===== config.mk =====
export PLATFORM = sky130hd
export DESIGN_NAME = vga_sync_gen
export DESIGN_NICKNAME = d
export VERILOG_FILES = /design/src/rtl/vga_sync_gen_pkg.sv /design/src/rtl/vga_sync_gen_axis_counter.sv /design/src/rtl/vga_sync_gen.sv
export SDC_FILE = /design/constraint.sdc
export NUM_CORES = 1
export LEC_CHECK = 0
export ABC_AREA = 1
export BUFFER_PORTS_ARGS = -buffer_cell sky130_fd_sc_hd__buf_2
export CAP_MARGIN = 20
export CORE_MARGIN = 10
export CORE_UTILIZATION = 40
export CTS_CLUSTER_DIAMETER = 60
export CTS_CLUSTER_SIZE = 30
export DETAILED_ROUTE_END_ITERATION = 7
export GPL_TIMING_DRIVEN = 0
export PLACE_DENSITY = 0.66
export SLEW_MARGIN = 20
export SYNTH_ARGS = -nofsm -noshare
export SYNTH_HDL_FRONTEND = slang
export SYNTH_HIERARCHICAL = 1
export SYNTH_SLANG_ARGS = --single-unit
export TNS_END_PERCENT = 1

===== constraint.sdc =====
create_clock -name clk -period 2.75 [get_ports clk]
set_clock_uncertainty 0.2 [all_clocks]
set_input_delay 0.1375 -clock clk [delete_from_list [all_inputs] [get_ports clk]]
set_output_delay 0.1375 -clock clk [all_outputs]
set_load 0.005 [all_outputs]

===== src/rtl/vga_sync_gen_pkg.sv =====
// Purpose: shared VGA timing defaults, derived totals and the 2-bit phase encoding used by both axes.
// Latency: n/a (constants and types only).
// Backpressure: n/a.
package vga_sync_gen_pkg;

    // Counter width covers both axes (max 799 / 524).
    localparam int CNT_W = 10;

    // 640x480 @ 60 Hz timing, pixel units horizontally and line units vertically.
    localparam int H_VISIBLE_DEF = 640;
    localparam int H_FRONT_DEF   = 16;
    localparam int H_SYNC_DEF    = 96;
    localparam int H_BACK_DEF    = 48;
    localparam int V_VISIBLE_DEF = 480;
    localparam int V_FRONT_DEF   = 10;
    localparam int V_SYNC_DEF    = 2;
    localparam int V_BACK_DEF    = 33;

    localparam int H_TOTAL_DEF = H_VISIBLE_DEF + H_FRONT_DEF + H_SYNC_DEF + H_BACK_DEF;
    localparam int V_TOTAL_DEF = V_VISIBLE_DEF + V_FRONT_DEF + V_SYNC_DEF + V_BACK_DEF;

    // Phase of one axis; identical encoding for horizontal and vertical.
    typedef enum logic [1:0] {
        PH_VIS = 2'd0,
        PH_FP  = 2'd1,
        PH_SY  = 2'd2,
        PH_BP  = 2'd3
    } phase_e;

endpackage


===== src/rtl/vga_sync_gen_axis_counter.sv =====
// Purpose: one timing axis - position counter, 4-phase FSM (visible/front/sync/back) and sync decode.
// Latency: count and sync_n are registered and change on the same edge as the advance.
// Backpressure: none; state advances only on cycles with adv=1, otherwise holds.
// Ports: clk, reset (async, active-high), adv (advance one step), count (registered position),
//        at_last (count is on its final value), sync_n (registered active-low sync),
//        vis_nxt (visible flag of the next-state phase, for registering downstream).
module vga_axis_counter
    import vga_sync_gen_pkg::*;
#(
    parameter int VISIBLE = H_VISIBLE_DEF,
    parameter int FRONT   = H_FRONT_DEF,
    parameter int SYNC    = H_SYNC_DEF,
    parameter int BACK    = H_BACK_DEF
) (
    input  logic             clk,
    input  logic             reset,
    input  logic             adv,
    output logic [CNT_W-1:0] count,
    output logic             at_last,
    output logic             sync_n,
    output logic             vis_nxt
);

    localparam int TOTAL = VISIBLE + FRONT + SYNC + BACK;

    // Last count of each phase; the phase changes on the advance that leaves it.
    localparam logic [CNT_W-1:0] VIS_LAST = CNT_W'(VISIBLE - 1);
    localparam logic [CNT_W-1:0] FP_LAST  = CNT_W'(VISIBLE + FRONT - 1);
    localparam logic [CNT_W-1:0] SY_LAST  = CNT_W'(VISIBLE + FRONT + SYNC - 1);
    localparam logic [CNT_W-1:0] TOT_LAST = CNT_W'(TOTAL - 1);

    logic [CNT_W-1:0] count_q, count_d;
    phase_e           phase_q, phase_d;
    logic             sync_n_q, sync_n_d;

    assign at_last = (count_q == TOT_LAST);

    always_comb begin
        count_d  = count_q;
        phase_d  = phase_q;
        if (adv) begin
            count_d = at_last ? '0 : count_q + CNT_W'(1);
            unique case (phase_q)
                PH_VIS: if (count_q == VIS_LAST) phase_d = PH_FP;
                PH_FP:  if (count_q == FP_LAST)  phase_d = PH_SY;
                PH_SY:  if (count_q == SY_LAST)  phase_d = PH_BP;
                PH_BP:  if (at_last)             phase_d = PH_VIS;
                default:                         phase_d = PH_BP;
            endcase
        end
        // Decoding from the next phase keeps sync aligned with the new count.
        sync_n_d = (phase_d != PH_SY);
        vis_nxt  = (phase_d == PH_VIS);
    end

    // Reset parks the axis on its last position so the first advance lands on 0.
    always_ff @(posedge clk or posedge reset) begin
        if (reset) begin
            count_q  <= TOT_LAST;
            phase_q  <= PH_BP;
            sync_n_q <= 1'b1;
        end else begin
            count_q  <= count_d;
            phase_q  <= phase_d;
            sync_n_q <= sync_n_d;
        end
    end

    assign count  = count_q;
    assign sync_n = sync_n_q;

endmodule


===== src/rtl/vga_sync_gen.sv =====
// Purpose: VGA sync generator - pixel/line counters, active-low hsync/vsync, video_on, line/frame pulses.
// Latency: all outputs registered on the same edge as the counters (zero latency relative to pixel_x/y).
// Backpressure: none; pixel_en=0 freezes all state and forces the one-clk pulses low.
// Ports: clk, reset (async, active-high), pixel_en (pixel-rate enable), hsync, vsync, video_on,
//        pixel_x, pixel_y, line_start, frame_start.
module vga_sync_gen
    import vga_sync_gen_pkg::*;
#(
    parameter int H_VISIBLE = H_VISIBLE_DEF,
    parameter int H_FRONT   = H_FRONT_DEF,
    parameter int H_SYNC    = H_SYNC_DEF,
    parameter int H_BACK    = H_BACK_DEF,
    parameter int V_VISIBLE = V_VISIBLE_DEF,
    parameter int V_FRONT   = V_FRONT_DEF,
    parameter int V_SYNC    = V_SYNC_DEF,
    parameter int V_BACK    = V_BACK_DEF
) (
    input  logic             clk,
    input  logic             reset,
    input  logic             pixel_en,
    output logic             hsync,
    output logic             vsync,
    output logic             video_on,
    output logic [CNT_W-1:0] pixel_x,
    output logic [CNT_W-1:0] pixel_y,
    output logic             line_start,
    output logic             frame_start
);

    logic h_last, v_last, h_vis_nxt, v_vis_nxt, v_adv;
    logic video_on_q, video_on_d;
    logic line_start_q, line_start_d;
    logic frame_start_q, frame_start_d;

    // Vertical axis steps only on the pixel edge where the line wraps.
    assign v_adv = pixel_en & h_last;

    vga_axis_counter #(
        .VISIBLE (H_VISIBLE),
        .FRONT   (H_FRONT),
        .SYNC    (H_SYNC),
        .BACK    (H_BACK)
    ) u_h_axis (
        .clk     (clk),
        .reset   (reset),
        .adv     (pixel_en),
        .count   (pixel_x),
        .at_last (h_last),
        .sync_n  (hsync),
        .vis_nxt (h_vis_nxt)
    );

    vga_axis_counter #(
        .VISIBLE (V_VISIBLE),
        .FRONT   (V_FRONT),
        .SYNC    (V_SYNC),
        .BACK    (V_BACK)
    ) u_v_axis (
        .clk     (clk),
        .reset   (reset),
        .adv     (v_adv),
        .count   (pixel_y),
        .at_last (v_last),
        .sync_n  (vsync),
        .vis_nxt (v_vis_nxt)
    );

    always_comb begin
        video_on_d    = h_vis_nxt & v_vis_nxt;
        line_start_d  = v_adv;
        frame_start_d = v_adv & v_last;
    end

    always_ff @(posedge clk or posedge reset) begin
        if (reset) begin
            video_on_q    <= 1'b0;
            line_start_q  <= 1'b0;
            frame_start_q <= 1'b0;
        end else begin
            video_on_q    <= video_on_d;
            line_start_q  <= line_start_d;
            frame_start_q <= frame_start_d;
        end
    end

    assign video_on    = video_on_q;
    assign line_start  = line_start_q;
    assign frame_start = frame_start_q;

endmodule


==> Yosys cells after proc, flatten, opt, wreduce, memory -nomap -nowiden <==
Index checks and enable logic that the tools add are counted.
W data, S select, Z words.
{ "totals": {"reg_bits": 29, "latchBits": 0, "ram_bits": 0, "romBits": 0, "in_bits": 3, "word_cells": 48, "n_memories": 0} }
{ "op_classes": {"addsub": 2, "multipliers": 0, "n_div": 0, "order_cmp": 0, "eq_ne": 16, "shift": 0, "n_mux": 14, "bitwise_logic": 3, "reduce_logical": 4} }
{ "ops": {"columns": ["operator", "count"], "rows": [
  ["$eq A10 B10 Y1 const B", 5],
  ["$eq A10 B9 Y1 const B", 3],
  ["$add A10 B1 Y10 const B", 2],
  ["$mux W10", 2],
  ["$mux W2", 10],
  ["$pmux W2 S4", 2],
  ["$eq A2 B2 Y1 const B", 4],
  ["$logic_not A2 Y1", 4],
  ["$eq A2 B1 Y1 const B", 2],
  ["$ne A2 B2 Y1 const B", 2],
  ["$and A1 B1 Y1", 3]
]} }

==> Longest topological paths before layout <==
Gate-level depths: netlist (run 1).
{ "logic_depth": {"depth_word": 6, "mapped_depth": 17, "ltp_nobuf": 16} }

==> Cells and area by module <==
The synthesis (run 1) kept the hierarchy.
{ "modules_own_cells": {"columns": ["module", "instances", "cells_per_inst", "area_per_inst_um2"], "rows": [
  ["vga_axis_counter at u_v_axis", 1, 107, 862.1],
  ["vga_axis_counter at u_h_axis", 1, 109, 823.3],
  ["vga_sync_gen", 1, 10, 103.8]
]} }

==> Least setup slack after synthesis (run 1) <==
No wires, ideal clock.
{ "synth_path": {"path_type": "flip-flop to flip-flop", "startpoint": "register u_h_axis.count_q[0], in the netlist u_h_axis/count[0]", "endpoint": "register u_v_axis.count_q[7], in the netlist u_v_axis/count[7]", "setup_ns": 0.119, "arrival_ns": 2.107, "required_ns": 2.431, "slack_ns": 0.323, "stages_incl_launch_ff": 17, "path_buffers": 1, "cell_sequence": "dfstp_2 -> ha_1 -> nand3_2 -> nor2_2 -> inv_1 -> or2_1 -> inv_1 -> nand2_1 -> inv_1 -> buf_4 -> inv_2 -> nor2_2 -> nand2_2 -> nor2_4 -> nand2_1 -> o21ai_1 -> nor2_1"} }
{ "synth_via": {"elab_chain_len": 2} }
{ "synth_lines": {"columns": ["element", "line_no", "rtl"], "rows": [
  ["from (decl)", "vga_sync_gen_axis_counter.sv:32", "logic [CNT_W-1:0] count_q, count_d;"],
  ["from (signal assigned)", "vga_sync_gen_axis_counter.sv:63", "count_q <= count_d;"],
  ["$eq A10 B10 Y1", "vga_sync_gen_axis_counter.sv:36", "assign at_last = (count_q == TOT_LAST);"],
  ["named net h_last", "vga_sync_gen.sv:30", "logic h_last, v_last, h_vis_nxt, v_vis_nxt, v_adv;"],
  ["$and A1 B1 Y1", "vga_sync_gen.sv:36", "assign v_adv = pixel_en & h_last;"],
  ["named net line_start_d", "vga_sync_gen.sv:32", "logic line_start_q, line_start_d;"],
  ["to (signal assigned)", "vga_sync_gen_axis_counter.sv:63", null],
  ["to (decl)", "vga_sync_gen_axis_counter.sv:32", null]
]} }
The timed path passes the listed nets, and every way through them passes these cells.
A chain may end at the register's enable or synchronous reset.

==> Worst setup path after layout (run 1) <==
{ "layout_path": {"startpoint": "register u_h_axis.count_q[1], in the netlist u_h_axis/count[1]", "endpoint": "register u_v_axis.count_q[7], in the netlist u_v_axis/count[7]"} }
Same word-level chain as after synthesis.

==> impl_metrics.toml, run 1 <==
[global_route]
globalRouteOverflowTotal = 0
grt_pass1_vias = 1551
grtUsageTotal_pct = 11.29
antenna_found_initial = 0
grt_first_pass_wirelength_um = 6920
grt_max_degree = 14

[setup_path]
cp_max_fo = 6
crit_path_start_kind = "flip-flop"
crit_required_ns = 2.73
crit_path_end_kind = "flip-flop"
rr_worst_depth = 16
path_class = "flip-flop to flip-flop"
cp.arrival_ns = 2.50

[final_layout]
drive_gt1_share_pct = 35.58
layout.cells.non_filler = 319
nets = 273
num_antenna_cells = 0
syn_to_final_growth_pct = 21.12

[timing]
worst_pin_slew_ns = 0.5219
clock.fmax_mhz = 397.0
min_period_over_period_pct = 91.59
hold_viol_final = 0
final.setup.tns_ns = 0
holdWs_ns = 0.06958
period_needed_ns = 2.519
setup_viol = 0
drv_slew = 0
relSlewSlack_pct = 65.17

[yosys]
synth_top_cell_by_area = "dfstp_2"
ys_warn_count = 6
synthFlopType = "dfstp_2"
synthTopCellsByCount = "42 x nand2_1, 35 x inv_1, 28 x nor2_1"
yosysSeqAreaShare_pct = 41.68
avgSynthCellArea_um2 = 7.917
synthesis.nets = 233
synth_area_leaders = "dfstp_2 23%, dfrtp_1 18%, nand2_1 8.8%, inv_1 7.3%, nor2_1 5.9%"
synth_top_area_share_pct = 23.50
synth_edf_count = 0
syn_inst = 226
yosys.cell_count.top_type = "nand2_1"
netlist_area_um2 = 1789
synthDistinctLibCells = 34
ys_ff_latch = 29
async_flop_share_pct = 100.0

[routing]
drt-wirelength-per-cell_um = 12.11
drt_iter0_drc = 132
drt.antenna.violating_nets = 0
vias = 1547
via_per_inst = 4.850
route.detailed.drc = 0
drt_pass1_iterations = 4
totalWireLength_um = 3862

[cts]
cts_inserted_buffers = 5
clk_latency_ns = 0.29
tritoncts = "done"
clock-root-buffer = "clkbuf_8"
clkSinkCount = 29
htreeDepth = 2
cts_buffer_depth = 2
path_clk_slew_ns = 0.07

[job]
drv_cap = 0

[placed_design]
dp.cells = 305
port_buffers = 27
dp_hpwl_um = 2920
gp_congestion = 0.7924

[floorplan]
initial_core_util_pct = 41.09
die_width_um = 86.88
die_h_um = 86.88
dieArea_um2 = 7548
coreArea_um2 = 4354
boundaryPins = 28
num_rows = 24

[pwr]
power_density_nw_per_um2 = 546.6
max-vdd-ir-drop_mv = 0.5100
p_leak_uw = 0.001046

[min_path]
hp-class = "input pin to async pin"

[status]
run_status = "complete, no violations"
## placed cells by master (no fill, tap or decap), types with 2 or more instances in the layout
cell and instances:
a21oi_1 4, nor3_1 5, nand3_2 6, nand3_1 12, buf_2 28, nand2_1 41
nor2_1 28, dlygate4sd3_1 2, nor3b_1 2, o21ai_0 5, inv_2 6, nand4_1 6
inv_1 35, ha_1 3, o21ai_1 3, xor2_1 5, clkbuf_8 5, clkinv_2 2
dfstp_2 16, nand2_2 7, buf_4 4, nor2_2 6, nor2_4 4, dfrtp_1 13
o22ai_1 3
## per-stage QoR
step / total power, µW / setup slack (ns) / utilization [%] / cell area, µm²
floorplan: 726.0 / 0.3231 / - / 1789
global placement: 816.5 / 0.06912 / 45.69 / 1989
detailed placement: 821.3 / 0.06539 / 45.69 / 1989
CTS: 1177 / 0.03672 / 48.13 / 2096
global route: 1261 / -0.004990 / 49.77 / 2167
finish: 1185 / 0.2314 / 49.77 / 2167
## logic make-up (layout without fill, tap and decap cells)
| group | count (synthesis) | in the layout | synth area share, % |
|---|---|---|---|
| AND/OR/NAND/NOR | 124 | 124 | 36.15 |
| XOR/XNOR | 6 | 6 | 2.937 |
| multiplexers | 1 | 1 | 0.5595 |
| AO/OA/AOI/OAI | 19 | 19 | 6.574 |
| buffers and inverters | 43 | 84 | 9.301 |
| adder cells (fa/ha/maj) | 4 | 4 | 2.797 |
| flip-flops | 29 | 29 | 41.68 |
## what timing repair did
action                                  CTS  global route
resized for setup                         0             8
hold buffers                              2             0
endpoints found under the hold margin    17             0
setup buffers                             0             4
endpoints found under the setup margin    0             9
## per-layer routing
layer,up-vias,wire length (µm),GRT usage (%)
met5,-,0,0
met4,0,86,5.449
met3,7,193,3.745
met2,26,1783,17.46
met1,722,1799,13.71
li1,792,-,-
## report_power, final
part | internal (µW) | switching (µW) | total, µW | leakage, µW
clock | 174 | 172 | 346 | 0.0000439
sequential | 508 | 70.7 | 579 | 0.000324
combinational | 104 | 155 | 259 | 0.000679
total | 787 | 398 | 1180 | 0.00105
## flip-flops by register name, summed over array words and instances (netlist names)
register / cells
u_h_axis/count: 10
line_start: 1
u_v_axis/count: 10
u_v_axis/sync_n: 1
u_h_axis/sync_n: 1
u_h_axis/phase_q: 2
frame_start: 1
u_v_axis/phase_q: 2
video_on: 1
## cell type report
| class | count | area, µm² |
|---|---|---|
| buffer | 2 | 16.27 |
| clock buffer | 5 | 68.82 |
| clock inverter | 3 | 17.52 |
| fill | 429 | 2187 |
| inverter | 41 | 153.9 |
| multi-input combinational | 154 | 914.6 |
| sequential | 29 | 745.7 |
| tap | 52 | 65.06 |
| timing repair buffer | 33 | 185.2 |
## worst max-delay path: stages (launching register included)
cell	delay, ns
dfstp_2	0.57
ha_4	0.15
nand3_4	0.10
nor2_4	0.15
inv_1	0.06
or2_1	0.23
inv_1	0.05
nand2_1	0.07
inv_1	0.10
buf_6	0.12
inv_2	0.05
nor2_4	0.11
nand2_2	0.08
nor2_4	0.11
nand2_1	0.08
o21ai_1	0.12
nor2_1	0.05
## final timing paths
kind | startpoint | end | slack (ns)
max in group asynchronous | reset | u_h_axis/count[8] | 1.74
min reg2reg | u_h_axis/count[1] | u_h_axis/count[1] | 0.31
max | u_h_axis/count[1] | u_v_axis/count[7] | 0.23
max reg2reg | u_h_axis/count[1] | u_v_axis/count[7] | 0.23
min | reset | line_start | 0.07
min in group clk | u_h_axis/count[1] | u_h_axis/count[1] | 0.31
Power figures use the tool's default switching activity.
==> run 2, diff against run 1 <==
--- a/config.mk
+++ b/config.mk
@@ -15,6 +15,7 @@
 export DETAILED_ROUTE_END_ITERATION = 7
 export GPL_TIMING_DRIVEN = 0
 export PLACE_DENSITY = 0.66
+export REMOVE_ABC_BUFFERS = 1
 export SLEW_MARGIN = 20
 export SYNTH_ARGS = -nofsm -noshare
 export SYNTH_HDL_FRONTEND = slang
==> run 2 against run 1 <==
Against the previous run:
- power is essentially flat
- sequential cell count unchanged
- sequential power shrank 1%
- critical path depth is 2 lower
- cell count did not move
- design area fell by 0.92%
- via count grew 1.0%
- sequential share of layout area grew 0.32 points
- setup slack got worse by 0.068 ns
- worst hold slack improved by 0.015 ns
- clock power grew 3%
- combinational power is essentially flat
- critical path type unchanged
- largest power group unchanged
==> impl_metrics.toml, run 2 (synthesis gave the netlist of run 1 again) <==
[status]
run_status = "complete, no violations"

[timing]
relSlewSlack_pct = 65.17
min_period_over_period_pct = 94.07
period_needed_ns = 2.587
hold_viol_final = 0
worst_pin_slew_ns = 0.5218
clock.fmax_mhz = 386.6
drv_slew = 0
final.setup.tns_ns = 0
setup_viol = 0

[global_route]
antenna_found_initial = 0
grtUsageTotal_pct = 10.85
grt_pass1_vias = 1529
grt_max_degree = 15
grt_first_pass_wirelength_um = 6672
globalRouteOverflowTotal = 0

[pwr]
p_total_uw = 1186
p_leak_uw = 0.001040
power_density_nw_per_um2 = 552.2
max-vdd-ir-drop_mv = 0.2793

[routing]
vias = 1563
drt_iter0_drc = 91
drt.antenna.violating_nets = 0
totalWireLength_um = 4017
via_per_inst = 4.900
drt_pass1_iterations = 4
route.detailed.drc = 0
drt-wirelength-per-cell_um = 12.59

[floorplan]
coreArea_um2 = 4354
die_h_um = 86.88
initial_core_util_pct = 41.09
dieArea_um2 = 7548
num_rows = 24
die_width_um = 86.88
boundaryPins = 28

[setup_path]
crit_required_ns = 2.71
path_cells = "ha_2, nand3_2, nor2_4, inv_1, or2_1, inv_1, nand2_2, inv_4, buf_4, nand3_1, nor3_2, nand3_1, xor2_1, inv_1"
crit_path_start_kind = "flip-flop"
slowest_stage = "dfstp_2"
crit_path_frequent_cell = "inv_1"
cp.arrival_ns = 2.55
path_class = "flip-flop to flip-flop"
cpPeakStageDelay_ns = 0.56
cp_max_fo = 5
crit_path_end_kind = "flip-flop"

[cts]
clkSinkCount = 29
htreeDepth = 2
clock-root-buffer = "clkbuf_8"
tritoncts = "done"
path_clk_slew_ns = 0.06
clk_latency_ns = 0.28
cts_inserted_buffers = 5
cts_buffer_depth = 2

[final_layout]
final_common_cell = "nand2_1"
num_antenna_cells = 0
nets = 273
syn_to_final_growth_pct = 20.00
stdcell_area_um2 = 2147
drive_gt1_share_pct = 35.21
fillers = 443
layout.cells.non_filler = 319
layout_common_cells = "41 x nand2_1, 34 x inv_1, 27 x buf_2, 27 x nor2_1, 16 x dfstp_2"

[min_path]
hp-class = "input pin to async pin"

[placed_design]
gp_congestion = 0.8250
place_area_um2 = 1977
dp_hpwl_um = 2967
port_buffers = 27
dp.cells = 303

[job]
drv_cap = 0
[run 2: metal layers]
layer | vias to the layer above | global-route usage [%] | part of all wire, %
li1 | 792 | - | -
met1 | 728 | 13.87 | 48
met2 | 34 | 16.12 | 44
met3 | 9 | 2.622 | 5.6
met4 | 0 | 6.333 | 2.1
met5 | - | 0 | 0
[run 2: final cells by class]
cell class	count	area [µm²]	share of cell area, %
Clock buffer	8	90.09	4.196
Timing Repair Buffer	34	192.7	8.974
Inverter	41	156.4	7.284
Tap cell	52	65.06	3.030
Multi-Input combinational cell	154	889.6	41.43
Sequential cell	29	745.7	34.73
Timing Repair inverter	1	7.507	0.3497
[run 2: final timing paths]
| check | from | to | slack, ns | cells past startpoint |
|---|---|---|---|---|
| hold reg to reg | u_h_axis/count[1] | u_h_axis/count[1] | 0.29 | 2 |
| hold / removal | reset | video_on | 0.08 | 3 |
| max in group asynchronous | reset | u_h_axis/sync_n | 1.73 | 3 |
| setup / recovery | u_h_axis/count[0] | u_v_axis/count[8] | 0.16 | 14 |
| min in group clk | u_h_axis/count[1] | u_h_axis/count[1] | 0.29 | 2 |
| setup reg to reg | u_h_axis/count[0] | u_v_axis/count[8] | 0.16 | 14 |
[run 2: through the flow]
step,utilization (%),hold WS (ns),setup WS (ns)
floorplan,-,-0.3089,0.3053
global placement,45.40,-0.1788,0.009650
detailed placement,45.40,-0.1728,-0.01947
CTS,47.93,0.07238,0.07425
global route,49.31,0.1074,-0.02734
finish,49.31,0.08435,0.1630
[run 2: critical path, delay by kind of cell (launching register included)]
family                     cells  cell delay [ns]
DFF                            1             0.56
and+or+nand+nor                7             0.97
adders and majority gates      1             0.19
xor gates and xnor gates       1             0.14
buffers and inverters          5             0.41
[run 2: what timing repair did]
item,CTS,global route
buffers inserted,0,5
endpoints found under the setup margin,3,5
gates cloned,0,1
gates resized for setup,1,5
hold buffers,2,0
pin swaps,0,1
endpoints found under the hold margin,14,0
[run 2: where the power goes]
part	internal [µW]	switching (µW)	leakage, µW
Sequential	508	64.7	0.000324
Combinational	97.7	159	0.000671
Clock	204	153	0.0000455
